==> config.mk <==
export PLATFORM = sky130hd
export DESIGN_NAME = gpo_serialiser_flat
export DESIGN_NICKNAME = d
export VERILOG_FILES = /design/src/rtl/gpo_serialiser_if.sv /design/src/rtl/gpo_serialiser.sv /design/src/flat_wrapper.sv
export SDC_FILE = /design/constraint.sdc
export NUM_CORES = 1
export LEC_CHECK = 0
export ABC_AREA = 1
export CORE_UTILIZATION = 25
export CTS_BUF_LIST = sky130_fd_sc_hd__clkbuf_8 sky130_fd_sc_hd__clkbuf_16
export DETAILED_ROUTE_END_ITERATION = 10
export PLACE_DENSITY_LB_ADDON = 0.05
export REMOVE_ABC_BUFFERS = 1
export SETUP_SLACK_MARGIN = 0.3
export SYNTH_ARGS = -nofsm -noshare
export SYNTH_HDL_FRONTEND = slang
export SYNTH_SLANG_ARGS = --single-unit
==> constraint.sdc <==
create_clock -name clk_i -period 2.1 [get_ports clk_i]
set_clock_uncertainty 0.1 [all_clocks]
set_input_delay 0.63 -clock clk_i [delete_from_list [all_inputs] [get_ports clk_i]]
set_output_delay 0.63 -clock clk_i [all_outputs]
set_load 0.1 [all_outputs]
==> src/rtl/gpo_serialiser_if.sv <==
// Parallel word in, bit-banged 74HC595 serial/latch signals out.
// The serialiser drives through "master"; the word source or observer uses "slave".
interface gpo_serialiser_if #(
  parameter int Width = 16
);
  logic [Width-1:0] data_i;
  logic             force_i;
  logic             sclk_o;
  logic             sdo_o;
  logic             latch_o;
  logic             busy_o;

  modport master (
    input  data_i, force_i,
    output sclk_o, sdo_o, latch_o, busy_o
  );

  modport slave (
    output data_i, force_i,
    input  sclk_o, sdo_o, latch_o, busy_o
  );
endinterface

==> src/rtl/gpo_serialiser.sv <==
// Mirrors a parallel word onto an external shift/latch register chain, MSB first,
// retransmitting whenever the word changes or a retransmit is forced.
//
// state    | meaning
// IDLE     | waiting for a word change or a pending retransmit
// SHIFT_LO | sclk low phase; sdo holds the current bit
// SHIFT_HI | sclk high phase; external register samples on entry
// LATCH    | latch pulse; the new word becomes visible externally
module gpo_serialiser #(
  parameter int Width  = 16,
  parameter int ClkDiv = 4
) (
  input logic              clk_i,
  input logic              rst_ni,
  gpo_serialiser_if.master bus
);
  localparam int BitW = $clog2(Width);
  localparam int DivW = (ClkDiv > 1) ? $clog2(ClkDiv) : 1;
  localparam logic [BitW-1:0] BitLast = BitW'(Width - 1);
  localparam logic [DivW-1:0] DivLast = DivW'(ClkDiv - 1);

  typedef enum logic [1:0] {IDLE, SHIFT_LO, SHIFT_HI, LATCH} state_t;

  state_t           r_state;
  logic [Width-2:0] r_shift;
  logic [Width-1:0] r_shadow;
  logic             r_pending;
  logic [BitW-1:0]  r_bit_cnt;
  logic [DivW-1:0]  r_div_cnt;
  logic             r_sclk;
  logic             r_sdo;
  logic             r_latch;
  logic             r_busy;

  logic w_div_end;
  logic w_start;

  assign w_div_end = (r_div_cnt == DivLast);
  assign w_start   = r_pending || (bus.data_i != r_shadow);

  // The MSB goes straight to sdo at start, so the shift register only keeps the rest.
  always_ff @(posedge clk_i or negedge rst_ni) begin
    if (!rst_ni) begin
      r_state   <= IDLE;
      r_shift   <= '0;
      r_shadow  <= '0;
      r_pending <= 1'b1;
      r_bit_cnt <= '0;
      r_div_cnt <= '0;
      r_sclk    <= 1'b0;
      r_sdo     <= 1'b0;
      r_latch   <= 1'b0;
      r_busy    <= 1'b0;
    end else begin
      if (bus.force_i) r_pending <= 1'b1;
      case (r_state)
        IDLE: begin
          if (w_start) begin
            r_shift   <= bus.data_i[Width-2:0];
            r_shadow  <= bus.data_i;
            r_pending <= 1'b0;
            r_bit_cnt <= '0;
            r_div_cnt <= '0;
            r_sdo     <= bus.data_i[Width-1];
            r_busy    <= 1'b1;
            r_state   <= SHIFT_LO;
          end
        end
        SHIFT_LO: begin
          if (w_div_end) begin
            r_div_cnt <= '0;
            r_sclk    <= 1'b1;
            r_state   <= SHIFT_HI;
          end else begin
            r_div_cnt <= r_div_cnt + 1'b1;
          end
        end
        SHIFT_HI: begin
          if (w_div_end) begin
            r_div_cnt <= '0;
            r_sclk    <= 1'b0;
            if (r_bit_cnt == BitLast) begin
              r_sdo   <= 1'b0;
              r_latch <= 1'b1;
              r_state <= LATCH;
            end else begin
              r_bit_cnt <= r_bit_cnt + 1'b1;
              r_sdo     <= r_shift[Width-2];
              r_shift   <= r_shift << 1;
              r_state   <= SHIFT_LO;
            end
          end else begin
            r_div_cnt <= r_div_cnt + 1'b1;
          end
        end
        LATCH: begin
          if (w_div_end) begin
            r_div_cnt <= '0;
            r_latch   <= 1'b0;
            r_busy    <= 1'b0;
            r_state   <= IDLE;
          end else begin
            r_div_cnt <= r_div_cnt + 1'b1;
          end
        end
        default: r_state <= IDLE;
      endcase
    end
  end

  assign bus.sclk_o  = r_sclk;
  assign bus.sdo_o   = r_sdo;
  assign bus.latch_o = r_latch;
  assign bus.busy_o  = r_busy;
endmodule
==> src/flat_wrapper.sv <==
// flat-port wrapper written by rule: the top's interface ports become plain ports
module gpo_serialiser_flat 
#(
  parameter int Width  = 16,
  parameter int ClkDiv = 4
)
  (clk_i, rst_ni, bus_data_i, bus_force_i, bus_sclk_o, bus_sdo_o, bus_latch_o, bus_busy_o);
  gpo_serialiser_if #(.Width(Width)) bus_i ();
  input logic clk_i;
  input logic rst_ni;
  input wire logic [$bits(bus_i.data_i)-1:0] bus_data_i;
  input wire logic [$bits(bus_i.force_i)-1:0] bus_force_i;
  output wire logic [$bits(bus_i.sclk_o)-1:0] bus_sclk_o;
  output wire logic [$bits(bus_i.sdo_o)-1:0] bus_sdo_o;
  output wire logic [$bits(bus_i.latch_o)-1:0] bus_latch_o;
  output wire logic [$bits(bus_i.busy_o)-1:0] bus_busy_o;
  assign bus_i.data_i = bus_data_i;
  assign bus_i.force_i = bus_force_i;
  assign bus_sclk_o = bus_i.sclk_o;
  assign bus_sdo_o = bus_i.sdo_o;
  assign bus_latch_o = bus_i.latch_o;
  assign bus_busy_o = bus_i.busy_o;
  gpo_serialiser #(.Width(Width), .ClkDiv(ClkDiv)) u_core (.clk_i(clk_i), .rst_ni(rst_ni), .bus(bus_i));
endmodule
# [Word-level counts from Yosys, hierarchy flattened]
# Index checks and enable logic that the tools add are counted.
[totals] in_bits=19 out_inout_bits=4 word_cells=70 ff_bits=44
[op_classes] reduce_logical=14 add_sub_neg=2 eq_ne=12 n_mux=32
[ops] cell="two-way mux 15 bit" count=3
[ops] cell="case mux 15 bit (2 select lines)" count=1
[ops] cell="!= test 16 bit" count=1
[ops] cell="two-way mux 2 bit" count=7
[ops] cell="two-way mux 4 bit" count=3
[ops] cell="AND reduction 4 bit" count=3
[ops] cell="two-way mux 1 bit" count=11
[ops] cell="!= test 2 x 1 -> 1 bit (second input constant)" count=5
[ops] cell="AND reduction 3 bit" count=3
[ops] cell="case mux 1 bit (2 select lines)" count=4
[ops] cell="case mux 2 bit (4 select lines)" count=1
[ops] cell="case mux 4 bit (2 select lines)" count=1
[ops] cell="nonzero test 2 bit" count=4
[ops] cell="== test 2 bit (second input constant)" count=3
[ops] cell="adder 4 x 1 -> 4 bit (second input constant)" count=1
[ops] cell="== test 4 bit (second input constant)" count=1
[ops] cell="case mux 2 bit (2 select lines)" count=1
[ops] cell="OR reduction 3 bit" count=1
[ops] cell="adder 2 x 1 -> 2 bit (second input constant)" count=1
[ops] cell="== test 2 x 1 -> 1 bit (second input constant)" count=1
[ops] cell="zero test 2 bit" count=1
[ops] cell="!= test 2 bit (second input constant)" count=1
[ops] cell="AND reduction 2 bit" count=1
[ops] cell="logical OR 1 bit" count=1

# [Logic depth before layout (Yosys ltp)]
[logic_depth] depth_word=4 mapped_depth=12

# [Worst setup path after synthesis]
# Ideal clock, no wire load.
[synth_timing] path_kind="input-to-reg" start="input bus_data_i[1]" end="register u_core.r_sdo (netlist: u_core.bus.sdo_o)" setup_slack_ps=359 arrival_ps=1573 cell_stages=12 cell_sequence="inv_1 -> nand2_1 -> nand2_1 -> nor2_1 -> nand2_1 -> nor2_1 -> nand3_1 -> nand2_1 -> buf_6 -> buf_6 -> nand3_2 -> nand2_1"
[synth_between] elab_chain_cells=4
[synth_lines] element="from (decl)" line="flat_wrapper.sv:11" rtl="input wire logic [$bits(bus_i.data_i)-1:0] bus_data_i;"
[synth_lines] element="!= test 16 bit" line="gpo_serialiser.sv:39" rtl="assign w_start = r_pending || (bus.data_i != r_shadow);"
[synth_lines] element="logical OR 1 bit" line="gpo_serialiser.sv:39"
[synth_lines] element="!= test 2 x 1 -> 1 bit (no source line)"
[synth_lines] element="AND reduction 3 bit (no source line)"
[synth_lines] element="to (signal assigned)" line="gpo_serialiser.sv:64" rtl="r_sdo <= bus.data_i[Width-1];"
[synth_lines] element="to (signal assigned)" line="gpo_serialiser.sv:88" rtl="r_sdo <= r_shift[Width-2];"
[synth_lines] element="to (decl)" line="gpo_serialiser.sv:31" rtl="logic r_sdo;"
# Every way passes these cells.
# A chain may end at the register's enable or synchronous reset.

# [Worst setup path after layout]
[layout_timing] start="input bus_data_i[4]" end="register u_core.r_bit_cnt[1]"
[layout_between] elab_chain_cells=4
[layout_lines] element="!= test 16 bit" line="gpo_serialiser.sv:39"
[layout_lines] element="logical OR 1 bit" line="gpo_serialiser.sv:39"
[layout_lines] element="!= test 2 x 1 -> 1 bit (no source line)"
[layout_lines] element="AND reduction 4 bit (no source line)"
[layout_lines] element="to (signal assigned)" line="gpo_serialiser.sv:87" rtl="r_bit_cnt <= r_bit_cnt + 1'b1;"
[layout_lines] element="to (decl)" line="gpo_serialiser.sv:28" rtl="logic [BitW-1:0] r_bit_cnt;"
# Every way passes these cells.

==> results.sh <==
export IMPL_clock_latency_on_the_worst_skew_pair_ns=0.30
export IMPL_place_hpwl_um=4220
export IMPL_num_antenna_cells=0
export IMPL_postRouteWirelength_um=6230
export IMPL_max_freq_mhz=579
export IMPL_synth_seq_area_share_pct=46.9
export IMPL_maxCapViolCount=0
export IMPL_final_layout_size_suffix_gt1_share_pct=26.5
export IMPL_netlist_area_um2=2350
export IMPL_clock_tree_from_tritoncts="done"
export IMPL_cts_htree_levels=2
export IMPL_worst_pin_slew_ns=0.482
export IMPL_ios=23
export IMPL_ctsLongestPathBuffers=2
export IMPL_worst_setup_path_start="bus_data_i[4]"
export IMPL_synth_common_cells="127 x sky130_fd_sc_hd__nand2_1, 43 x sky130_fd_sc_hd__dfrtp_1, 28 x sky130_fd_sc_hd__inv_1"
export IMPL_post_drt_wl_per_cell_um=13.3
export IMPL_ff2ff_setup_slack_ns=0.38
export IMPL_finalMaxSlewViolations=0
export IMPL_cts_root_buf="sky130_fd_sc_hd__clkbuf_8"
export IMPL_placeableCoreArea_um2=9200
export IMPL_depth_of_the_most_critical_reg_to_reg_path=6
export IMPL_fraction_of_registers_with_async_set_reset_pct=100
export IMPL_ys_ff_latch=44
export IMPL_finalCritPeriodShare_pct=82.2
export IMPL_initial_util_pct=25.6
export IMPL_hold_ws_ns=0.132
export IMPL_path_common_cell="sky130_fd_sc_hd__nand2_1"
export IMPL_gp_congestion=0.677
export IMPL_synthMostInstantiatedCell="sky130_fd_sc_hd__nand2_1"
export IMPL_report_power_total_mw=1.69
export IMPL_layout_core_utilization_pct=34.4
export IMPL_critical_path_cell_chain="clkdlybuf4s15_1 -> xnor2_1 -> nand2_1 -> nor2_4 -> nand4_4 -> buf_12 -> nand3_4 -> nand2_1 -> nand2_1"
export IMPL_num_rows=35
export IMPL_area_delta_synth_final_pct=34.5
export IMPL_top_delay_family_on_crit_path="simple AND/OR/NAND/NOR gates"
export IMPL_portBuffers=22
export IMPL_syn_avg_cell_area_um2=7.71
export IMPL_worstHoldPathType="in -> async"
export IMPL_design_final_nets=379
export IMPL_timing_slew_headroom_pct=67.8
export IMPL_drc=0
export IMPL_grt_start_max_net_pins=33
export IMPL_synth_top_cell_by_area="sky130_fd_sc_hd__dfrtp_1"
export IMPL_worst_setup_path_end_kind="flip-flop"
export IMPL_grtUsageTotal_pct=13.8
export IMPL_outcome="finished, final reports clean"
export IMPL_fin_cells=470
export IMPL_power_static_leakage_nw=1.58
export IMPL_worst_ep_arrival_time_ns=1.87
export IMPL_finalSetupViolations=0
export IMPL_synth_ff_type="sky130_fd_sc_hd__dfrtp_1"
export IMPL_postSynthCellCount=305
export IMPL_required_ns=2.24
export IMPL_die_x_um=99
export IMPL_yosys_area_top_type_share_pct=45.7
export IMPL_worst_ir_drop_vdd_v=0.000245
export IMPL_area_enclosed_by_the_die_boundary_um2=9800
export IMPL_number_of_antenna_violations_at_the_first_check_in_global_routing=0
export IMPL_worst_path_max_fanout=9
export IMPL_grt_setup_unrepaired="true"
export IMPL_drt_first_pass_iters=4
export IMPL_synth_edf_count=0
export IMPL_dp_cells=451
export IMPL_worst_path_largest_cell_delay_ns=0.19
export IMPL_finalSetupTns_ns=0
export IMPL_worstReg2RegStart="u_core.r_state[0]"
export IMPL_pwr_per_cell_area_nw_per_um2=534
export IMPL_cts_num_sinks=44
export IMPL_worst_path_max_delay_cell="sky130_fd_sc_hd__clkdlybuf4s15_1"
export IMPL_hold_viol=0
export IMPL_cp_buffers_inverters=2
export IMPL_chip_height_um=99
export IMPL_worstReg2RegEnd="u_core.r_bit_cnt[1]"
export IMPL_synthesis_yosys_warnings=0
export IMPL_initialDrtViolationCount=60
export IMPL_period_minus_slack_ns=1.73
export IMPL_dr_total_vias=2063
export IMPL_synthDistinctLibCells=26
export IMPL_cts_reportedPaths_clkPinSlew_ns=0.09
export IMPL_post_synth_main_area_contributors="sky130_fd_sc_hd__dfrtp_1 46%, sky130_fd_sc_hd__nand2_1 20%, sky130_fd_sc_hd__nand4_1 5.3%"
export IMPL_grt_overflow=0
export IMPL_startpoint_to_endpoint_class_of_the_critical_path="in -> reg"
export IMPL_vias_per_cell=4.39
export IMPL_antenna_left=0
export IMPL_num_cts_buffers=5
export IMPL_critPathLaunchType="input pin"
export IMPL_number_of_global_route_vias_before_repair=2064
export IMPL_grt_first_pass_wirelength_um=10400
[routing by layer]
| layer | global-route usage, % | part of all wire [%] |
|---|---|---|
| met1 | 18.6 | 50 |
| met2 | 22.5 | 46 |
| met3 | 2.98 | 3.3 |
| met4 | 3.10 | 0.61 |
| met5 | 0 | 0 |
[sequential cells by signal, summed over array words and instances (netlist names)]
register and count:
u_core.r_state 2, u_core.r_shift 15, u_core.bus.busy_o 1, u_core.r_pending 1, u_core.r_div_cnt 2, u_core.r_shadow 16
u_core.r_bit_cnt 4, u_core.bus.sdo_o 1, u_core.bus.latch_o 1, u_core.bus.sclk_o 1
[worst max path at each step]
stage,to,depth (start not counted),slack [ns]
floorplan,u_core.r_shadow[0],11,0.02
global placement,u_core.r_shift[12],11,-0.45
detailed placement,u_core.r_shift[1],11,-0.49
CTS,u_core.r_bit_cnt[1],11,0.30
global route,u_core.r_bit_cnt[2],11,0.26
finish,u_core.r_bit_cnt[1],9,0.37
[logic make-up after synthesis]
logic type | count (synthesis) | synth area share, %
buffers and inverters | 45 | 8.83
XOR/XNOR | 6 | 2.23
flip-flops | 44 | 46.9
adder cells (fa/ha/maj) | 2 | 1.06
AO/OA/AOI/OAI | 32 | 7.13
AND/OR/NAND/NOR | 176 | 33.9
[timing repair]
| item | 4_1_cts | 5_1_grt |
|---|---|---|
| gates resized for setup | 59 | 28 |
| cloned | 3 | 0 |
| buffers inserted | 7 | 1 |
| hold buffers | 0 | 0 |
| pin swaps | 20 | 21 |
| setup endpoints to repair | 41 | 40 |
| endpoints found under the hold margin | 0 | 0 |
[power by group]
group / switching, mW / leakage [nW] / internal (mW) / total, mW
sequential: 0.0000000000000000311 / 0.581 / 0.846 / 0.846
combinational: 0.0596 / 0.938 / 0.0555 / 0.115
clock: 0.308 / 0.0645 / 0.420 / 0.729
total: 0.368 / 1.58 / 1.32 / 1.69
[metrics by stage]
stage	cell area, um^2	worst slack [ns]
floorplan	2270	0.0179
global placement	2870	-0.451
detailed placement	2870	-0.491
CTS	3160	0.302
global route	3160	0.264
finish	3160	0.373
[final cells by class]
class,instances,area [um^2]
Timing Repair Buffer,57,537
Inverter,32,123
Sequential cell,44,1100
Tap cell,111,139
Fill cell,969,6030
Multi-Input combinational cell,218,1140
Clock buffer,7,96.3
Clock inverter,1,30.0
[placed cells by master, fill, tap and decap left out, types with 2 or more instances in the layout]
| cell type | n |
|---|---|
| sky130_fd_sc_hd__buf_2 | 7 |
| sky130_fd_sc_hd__clkbuf_8 | 7 |
| sky130_fd_sc_hd__nand2_1 | 120 |
| sky130_fd_sc_hd__nor2_4 | 4 |
| sky130_fd_sc_hd__o211ai_1 | 2 |
| sky130_fd_sc_hd__nor2_8 | 3 |
| sky130_fd_sc_hd__nand3_2 | 2 |
| sky130_fd_sc_hd__nand2_2 | 7 |
| sky130_fd_sc_hd__buf_6 | 3 |
| sky130_fd_sc_hd__clkdlybuf4s15_1 | 3 |
| sky130_fd_sc_hd__buf_8 | 3 |
| sky130_fd_sc_hd__ha_1 | 2 |
| sky130_fd_sc_hd__o21ai_0 | 21 |
| sky130_fd_sc_hd__inv_2 | 10 |
| sky130_fd_sc_hd__dfrtp_1 | 43 |
| sky130_fd_sc_hd__xnor2_1 | 5 |
| sky130_fd_sc_hd__o21ai_1 | 2 |
| sky130_fd_sc_hd__buf_12 | 6 |
| sky130_fd_sc_hd__inv_1 | 21 |
| sky130_fd_sc_hd__a31oi_1 | 2 |
| sky130_fd_sc_hd__buf_4 | 26 |
| sky130_fd_sc_hd__nand3_1 | 4 |
| sky130_fd_sc_hd__clkbuf_2 | 7 |
| sky130_fd_sc_hd__a21oi_1 | 3 |
| sky130_fd_sc_hd__nand3_4 | 2 |
| sky130_fd_sc_hd__nor2_1 | 13 |
| sky130_fd_sc_hd__nand4_1 | 20 |
Note: power is estimated with default switching activity, not from simulation.
